[src/rtl/scan_chain_pkg.sv]
// Shared types and width helpers for the scan chain controller and its shift unit.
package scan_chain_pkg;

  typedef enum logic [2:0] {
    ST_IDLE,
    ST_WAIT_IN,
    ST_SHIFT,
    ST_OUT,
    ST_DONE
  } state_t;

  function automatic int bit_cnt_w(input int width);
    return (width > 1) ? $clog2(width) : 1;
  endfunction

  function automatic int chunk_cnt_w(input int num_regs);
    return (num_regs > 1) ? $clog2(num_regs) : 1;
  endfunction

endpackage

[src/rtl/scan_chain_controller_if.sv]
// Host chunk streams: in_* carries chunks toward the chain, out_* returns captured chunks.
interface scan_chain_controller_if #(
  parameter int WIDTH = 8
);
  logic [WIDTH-1:0] in_data;
  logic             in_valid;
  logic             in_ready;
  logic [WIDTH-1:0] out_data;
  logic             out_valid;
  logic             out_ready;

  modport master (
    output in_data, in_valid, out_ready,
    input  in_ready, out_data, out_valid
  );

  modport slave (
    input  in_data, in_valid, out_ready,
    output in_ready, out_data, out_valid
  );
endinterface

[src/rtl/scan_shift_unit.sv]
// WIDTH-bit load/shift/capture register: drives bit 0 out first, captures the chain
// output into the MSB so the first emerging bit ends up in bit 0. Needs WIDTH >= 2.
module scan_shift_unit
  import scan_chain_pkg::*;
#(
  parameter int WIDTH = 8
) (
  input  logic             i_clk,
  input  logic             i_rst,
  input  logic             i_load,
  input  logic [WIDTH-1:0] i_load_data,
  input  logic             i_shift,
  input  logic             i_scan_out,
  output logic             o_last_bit,
  output logic             o_scan_in,
  output logic [WIDTH-1:0] o_data
);

  localparam int BCW = bit_cnt_w(WIDTH);

  logic [WIDTH-1:0] r_shreg;
  logic [BCW-1:0]   r_bit_cnt;
  logic             w_last_bit;

  assign w_last_bit = (r_bit_cnt == BCW'(WIDTH - 1));

  always_ff @(posedge i_clk or negedge i_rst) begin
    if (!i_rst) begin
      r_shreg   <= '0;
      r_bit_cnt <= '0;
    end else if (i_load) begin
      r_shreg   <= i_load_data;
      r_bit_cnt <= '0;
    end else if (i_shift) begin
      // scan_out is taken before the chain moves, so it is the bit currently at the tail
      r_shreg   <= {i_scan_out, r_shreg[WIDTH-1:1]};
      r_bit_cnt <= w_last_bit ? '0 : r_bit_cnt + BCW'(1);
    end
  end

  assign o_last_bit = w_last_bit;
  assign o_scan_in  = r_shreg[0];
  assign o_data     = r_shreg;

endmodule

[src/rtl/scan_chain_controller.sv]
// Host-side scan chain controller: streams WIDTH-bit chunks into the CSR chain, returns the
// displaced bits as chunks, and stalls the processor for the duration of a transaction.
//
//   state      | meaning
//   -----------+-------------------------------------------------------------
//   ST_IDLE    | no transaction; processor_enable follows run
//   ST_WAIT_IN | in_ready high, waiting for the next host chunk
//   ST_SHIFT   | scan_enable high, one chain bit per cycle for WIDTH cycles
//   ST_OUT     | out_valid high, holding the captured chunk until accepted
//   ST_DONE    | single-cycle done pulse, then back to ST_IDLE
module scan_chain_controller
  import scan_chain_pkg::*;
#(
  parameter int WIDTH    = 8,
  parameter int NUM_REGS = 8
) (
  input  logic                    i_clk,
  input  logic                    i_rst,
  input  logic                    i_start,
  input  logic                    i_run,
  scan_chain_controller_if.slave  host,
  output logic                    o_busy,
  output logic                    o_done,
  output logic                    o_scan_enable,
  output logic                    o_scan_in,
  input  logic                    i_scan_out,
  output logic                    o_processor_enable
);

  localparam int CCW = chunk_cnt_w(NUM_REGS);

  state_t           r_state;
  logic [CCW-1:0]   r_chunk_cnt;
  logic             r_proc_en;

  logic             w_load;
  logic             w_shift;
  logic             w_last_bit;
  logic             w_last_chunk;
  logic             w_scan_in;
  logic [WIDTH-1:0] w_data;

  assign w_load       = (r_state == ST_WAIT_IN) && host.in_valid;
  assign w_shift      = (r_state == ST_SHIFT);
  assign w_last_chunk = (r_chunk_cnt == CCW'(NUM_REGS - 1));

  scan_shift_unit #(
    .WIDTH(WIDTH)
  ) u_shift (
    .i_clk       (i_clk),
    .i_rst       (i_rst),
    .i_load      (w_load),
    .i_load_data (host.in_data),
    .i_shift     (w_shift),
    .i_scan_out  (i_scan_out),
    .o_last_bit  (w_last_bit),
    .o_scan_in   (w_scan_in),
    .o_data      (w_data)
  );

  // processor_enable is loaded with run only on edges whose next state is ST_IDLE
  always_ff @(posedge i_clk or negedge i_rst) begin
    if (!i_rst) begin
      r_state     <= ST_IDLE;
      r_chunk_cnt <= '0;
      r_proc_en   <= 1'b0;
    end else begin
      case (r_state)
        ST_IDLE: begin
          if (i_start) begin
            r_state     <= ST_WAIT_IN;
            r_chunk_cnt <= '0;
            r_proc_en   <= 1'b0;
          end else begin
            r_proc_en   <= i_run;
          end
        end
        ST_WAIT_IN: begin
          r_proc_en <= 1'b0;
          if (host.in_valid) r_state <= ST_SHIFT;
        end
        ST_SHIFT: begin
          r_proc_en <= 1'b0;
          if (w_last_bit) r_state <= ST_OUT;
        end
        ST_OUT: begin
          r_proc_en <= 1'b0;
          if (host.out_ready) begin
            if (w_last_chunk) begin
              r_state <= ST_DONE;
            end else begin
              r_chunk_cnt <= r_chunk_cnt + CCW'(1);
              r_state     <= ST_WAIT_IN;
            end
          end
        end
        ST_DONE: begin
          r_state   <= ST_IDLE;
          r_proc_en <= i_run;
        end
        default: begin
          r_state   <= ST_IDLE;
          r_proc_en <= 1'b0;
        end
      endcase
    end
  end

  assign host.in_ready      = (r_state == ST_WAIT_IN);
  assign host.out_valid     = (r_state == ST_OUT);
  assign host.out_data      = w_data;
  assign o_busy             = (r_state != ST_IDLE);
  assign o_done             = (r_state == ST_DONE);
  assign o_scan_enable      = (r_state == ST_SHIFT);
  assign o_scan_in          = w_scan_in;
  assign o_processor_enable = r_proc_en;

endmodule

[src/flat_wrapper.sv]
// flat-port wrapper written by rule: the top's interface ports become plain ports
module scan_chain_controller_flat import scan_chain_pkg::*;
#(
  parameter int WIDTH    = 8,
  parameter int NUM_REGS = 8
)
  (i_clk, i_rst, i_start, i_run, o_busy, o_done, o_scan_enable, o_scan_in, i_scan_out, o_processor_enable, host_in_data, host_in_valid, host_out_ready, host_in_ready, host_out_data, host_out_valid);
  scan_chain_controller_if #(.WIDTH(WIDTH)) host_i ();
  input  logic i_clk;
  input  logic i_rst;
  input  logic i_start;
  input  logic i_run;
  output logic o_busy;
  output logic o_done;
  output logic o_scan_enable;
  output logic o_scan_in;
  input  logic i_scan_out;
  output logic o_processor_enable;
  input wire logic [$bits(host_i.in_data)-1:0] host_in_data;
  input wire logic [$bits(host_i.in_valid)-1:0] host_in_valid;
  input wire logic [$bits(host_i.out_ready)-1:0] host_out_ready;
  output wire logic [$bits(host_i.in_ready)-1:0] host_in_ready;
  output wire logic [$bits(host_i.out_data)-1:0] host_out_data;
  output wire logic [$bits(host_i.out_valid)-1:0] host_out_valid;
  assign host_i.in_data = host_in_data;
  assign host_i.in_valid = host_in_valid;
  assign host_i.out_ready = host_out_ready;
  assign host_in_ready = host_i.in_ready;
  assign host_out_data = host_i.out_data;
  assign host_out_valid = host_i.out_valid;
  scan_chain_controller #(.WIDTH(WIDTH), .NUM_REGS(NUM_REGS)) u_core (.i_clk(i_clk), .i_rst(i_rst), .i_start(i_start), .i_run(i_run), .host(host_i), .o_busy(o_busy), .o_done(o_done), .o_scan_enable(o_scan_enable), .o_scan_in(o_scan_in), .i_scan_out(i_scan_out), .o_processor_enable(o_processor_enable));
endmodule
[config.mk]
export PLATFORM = sky130hd
export DESIGN_NAME = scan_chain_controller_flat
export DESIGN_NICKNAME = d
export VERILOG_FILES = /design/src/rtl/scan_chain_pkg.sv /design/src/rtl/scan_chain_controller_if.sv /design/src/rtl/scan_shift_unit.sv /design/src/rtl/scan_chain_controller.sv /design/src/flat_wrapper.sv
export SDC_FILE = /design/constraint.sdc
export NUM_CORES = 1
export LEC_CHECK = 0
export BUFFER_PORTS_ARGS = -buffer_cell sky130_fd_sc_hd__buf_4
export CAP_MARGIN = 10
export CORE_MARGIN = 5
export CORE_UTILIZATION = 49
export DETAILED_ROUTE_END_ITERATION = 6
export GPL_ROUTABILITY_DRIVEN = 0
export PLACE_DENSITY_LB_ADDON = 0.05
export SETUP_SLACK_MARGIN = 0.2
export SLEW_MARGIN = 20
export SYNTH_ARGS = -nofsm -noshare
export SYNTH_HDL_FRONTEND = slang
export SYNTH_SLANG_ARGS = --single-unit
[constraint.sdc]
create_clock -name i_clk -period 1.9 [get_ports i_clk]
set_clock_uncertainty 0.1 [all_clocks]
set_input_delay 0 -clock i_clk [delete_from_list [all_inputs] [get_ports i_clk]]
set_output_delay 0 -clock i_clk [all_outputs]
set_load 0.005 [all_outputs]
==> qor.yml <==
grt_first_pass_wirelength_mm: 3.49
grt_pass1_vias: 750
setup_viol: 0
wl_met1_um: 968
yosys_warnings: 0
met2_length_mm: 1.15
flow.area_growth_from_synthesis_pct: 45.5
pwr-share-comb_pct: 50.1
crit_fanout: 7
critical_path.startpoint_type: "register"
detail_route.first_pass.iterations: 4
antenna_found_initial: 0
timing_max_transition_violations_final: 0
io_pins: 30
clk_latency_ns: 0.29
cts.clk_slew.worst_paths_ns: 0.11
numClockSinks: 18
rows: 16
cellLeakagePower_nw: 0.663
yosys.area.top_type_share_pct: 46.7
worstHoldPathCells: 4
cts.path.max_buffers: 2
finalCritPeriodShare_pct: 86.2
hpwl_mm: 1.45
layout.core_utilization_pct: 73.0
synth.yosys.seq_area_share_pct: 46.7
max_slew_margin_pct: 80.8
routedWlPerCell_um: 13.6
drt-vias-per-instance: 4.94
finalHoldViolCount: 0
critPathRequiredTime_ns: 1.98
drt_wl_total_mm: 2.20
drt_drc_violations_left: 0
met3_length_um: 69
grt_use_total_pct: 16.9
cpLargestDelayFamily: "buffers and inverters"
timing.hold.worst.class: "input pin to register"
synth_seq_cells: 18
crit_path_top_delay_cell: "dlygate4sd3_1"
antenna_left: 0
chipWidth_um: 54.4
status: "finished, final reports clean"
tritoncts.num_buffers: 3
mappedNetlistNets: 106
fin_setup_tns_ns: 0
antenna_cells_inserted: 0
max-vdd-ir-drop_v: 0.000845
fraction_of_final_layout_cells_with_drive_strength_greater_than_1_pct: 34.8
synthDominantAreaCellType: "dfrtp_1"
cp-startpoint: "u_core.r_state[2]$_DFFE_PN0P_"
critPathKind: "register to register"
reg2reg_setup_slack_ns: 0.26
grt_start_max_net_pins: 19
timing.rr.end: "u_core.o_processor_enable$_DFF_PN0_"
worst_ep_arrival_time_ns: 1.72
num-nets-final: 155
crit_chain: "buf_4, o21ai_0, dlygate4sd3_1, nor3_1"
tightest_slew_ns: 0.286
worstHoldEndpoint: "u_core.r_chunk_cnt[1]$_DFFE_PN0P_"
initial_core_util_pct: 50.2
core-area_mm2: 0.00192
clock-root-buffer: "clkbuf_4"
power_switching_mw: 0.668
highest-signal-layer: "met4"
critPathCaptureType: "register"
netlist_area_um2: 965
max_freq_mhz: 611
seqPwrFrac_pct: 37.1
rr_startpoint: "u_core.r_state[2]$_DFFE_PN0P_"
syn_inst: 87
powerDensity_mw_per_mm2: 1330
power.switching_fraction_pct: 35.9
vias: 800
io_buffers: 29
max_stage_delay_ns: 0.59
layout_min_cycle_time_ns: 1.64
h-tree-depth: 1
globalRouteOverflowTotal: 0
synthesis.area_per_instance_um2: 11.1
p_total_mw: 1.86
maxCapViolCount: 0
netlist_top_cells_area: "dfrtp_1, mux2i_1, ha_1, nand2_1, nor3b_1"
share_clk_of_total_power_pct: 12.8
worstPathBufferInverterCount: 2
cts_tree: "yes"
dr.first_iter.drc_count: 4
distinct_cells_synth: 30
intPower_mw: 1.19
hold_path.startpoint: "i_start"
grt_setup_unrepaired: "yes"
fp.dieArea_mm2: 0.00296
worstRegToRegCells: 4
chipHeight_um: 54.4
[synthesized netlist by cell type, drive strengths merged]
cell type	instances
or3b	1
ha	4
nor3	1
and3b	1
a221o	2
mux2i	12
or3	1
dfrtp	18
a211oi	2
nand2	8
inv	4
nand3	1
or2	1
nor2	4
o21ai	8
a311oi	1
nand4b	1
buf	7
and4bb	1
nor3b	5
nor2b	1
a21oi	2
and3	1
[worst max path at each step]
stage	end	slack [ns]	cells past startpoint
final	u_core.o_processor_enable$_DFF_PN0_	0.26	4
after detailed placement	u_core.r_chunk_cnt[1]$_DFFE_PN0P_	0.27	5
after CTS	u_core.r_chunk_cnt[1]$_DFFE_PN0P_	0.25	5
after floorplan	u_core.r_chunk_cnt[1]$_DFFE_PN0P_	0.39	5
after global routing	u_core.r_chunk_cnt[2]$_DFFE_PN0P_	0.17	5
after global placement	u_core.u_shift.o_data[4]$_DFFE_PN0P_	0.32	3
[final cells by class]
class                   instances  area [um^2]
inverters                       4         15.0
multi-input cells              58          445
fillers                       160          518
well taps                      27         33.8
flip-flops and latches         18          453
repair buffers                 51          420
clock buffers                   4         36.3
[cell usage in the layout, fill, tap and decap left out, types with 3 or more instances in the layout]
master and count:
o21ai_1 4, clkbuf_4 3, buf_4 36, dlygate4sd3_1 15
nor2_1 4, ha_1 3, inv_1 4, nor3b_1 4
nand2_1 8, dfrtp_1 16, mux2i_1 12
[tightest hold or removal path: cells and delay by family]
kind | cells | cell delay (ns)
AND/OR/NAND/NOR | 1 | 0.17
AO/OA/AOI/OAI | 1 | 0.08
buffers and inverters | 1 | 0.12
multiplexers | 1 | 0.11
[logic make-up after synthesis]
group | after synthesis | share of synthesized area [%]
buffers and inverters | 11 | 7.39
DFF | 18 | 46.7
muxes | 12 | 12.5
AOI/OAI and AO/OA | 15 | 10.9
and+or+nand+nor | 27 | 17.4
adders and majority gates | 4 | 5.19
[metal layers]
| layer | global-route usage, % | up-vias |
|---|---|---|
| li1 | - | 402 |
| met5 | 0 | - |
| met4 | 7.47 | 0 |
| met1 | 21.6 | 387 |
| met2 | 27.5 | 9 |
| met3 | 3.27 | 2 |
[metrics by stage]
stage	setup WS (ns)	area [um^2]	hold WS (ns)	instances
2_1_floorplan	0.393	965	-0.396	87
6_report	0.262	1400	0.115	162
4_1_cts	0.247	1370	0.00151	158
5_1_grt	0.172	1400	0.101	162
3_3_place_gp	0.323	1190	-0.220	140
3_5_place_dp	0.270	1190	-0.217	140
[power by group through the flow]
stage          combinational, mW  sequential (mW)  clock, mW
3_5_place_dp               0.898            0.697          0
4_1_cts                    0.924            0.689      0.246
3_3_place_gp               0.878            0.687          0
5_1_grt                     1.03            0.716      0.273
6_report                   0.933            0.690      0.239
2_1_floorplan              0.605            0.662          0
[repair_timing]
action / 4_1_cts / 5_1_grt
setup buffers: 0 / 3
gates resized for setup: 0 / 3
hold endpoints to repair: 30 / 4
setup endpoints to repair: 0 / 7
hold buffers: 14 / 1
[registers in the layout, indices dropped and copies added (netlist names)]
signal and flops:
u_core.u_shift.o_data 8, u_core.r_state 3, u_core.r_chunk_cnt 3, u_core.u_shift.r_bit_cnt 3, u_core.o_processor_enable 1
(Power assumes the default switching activity.)
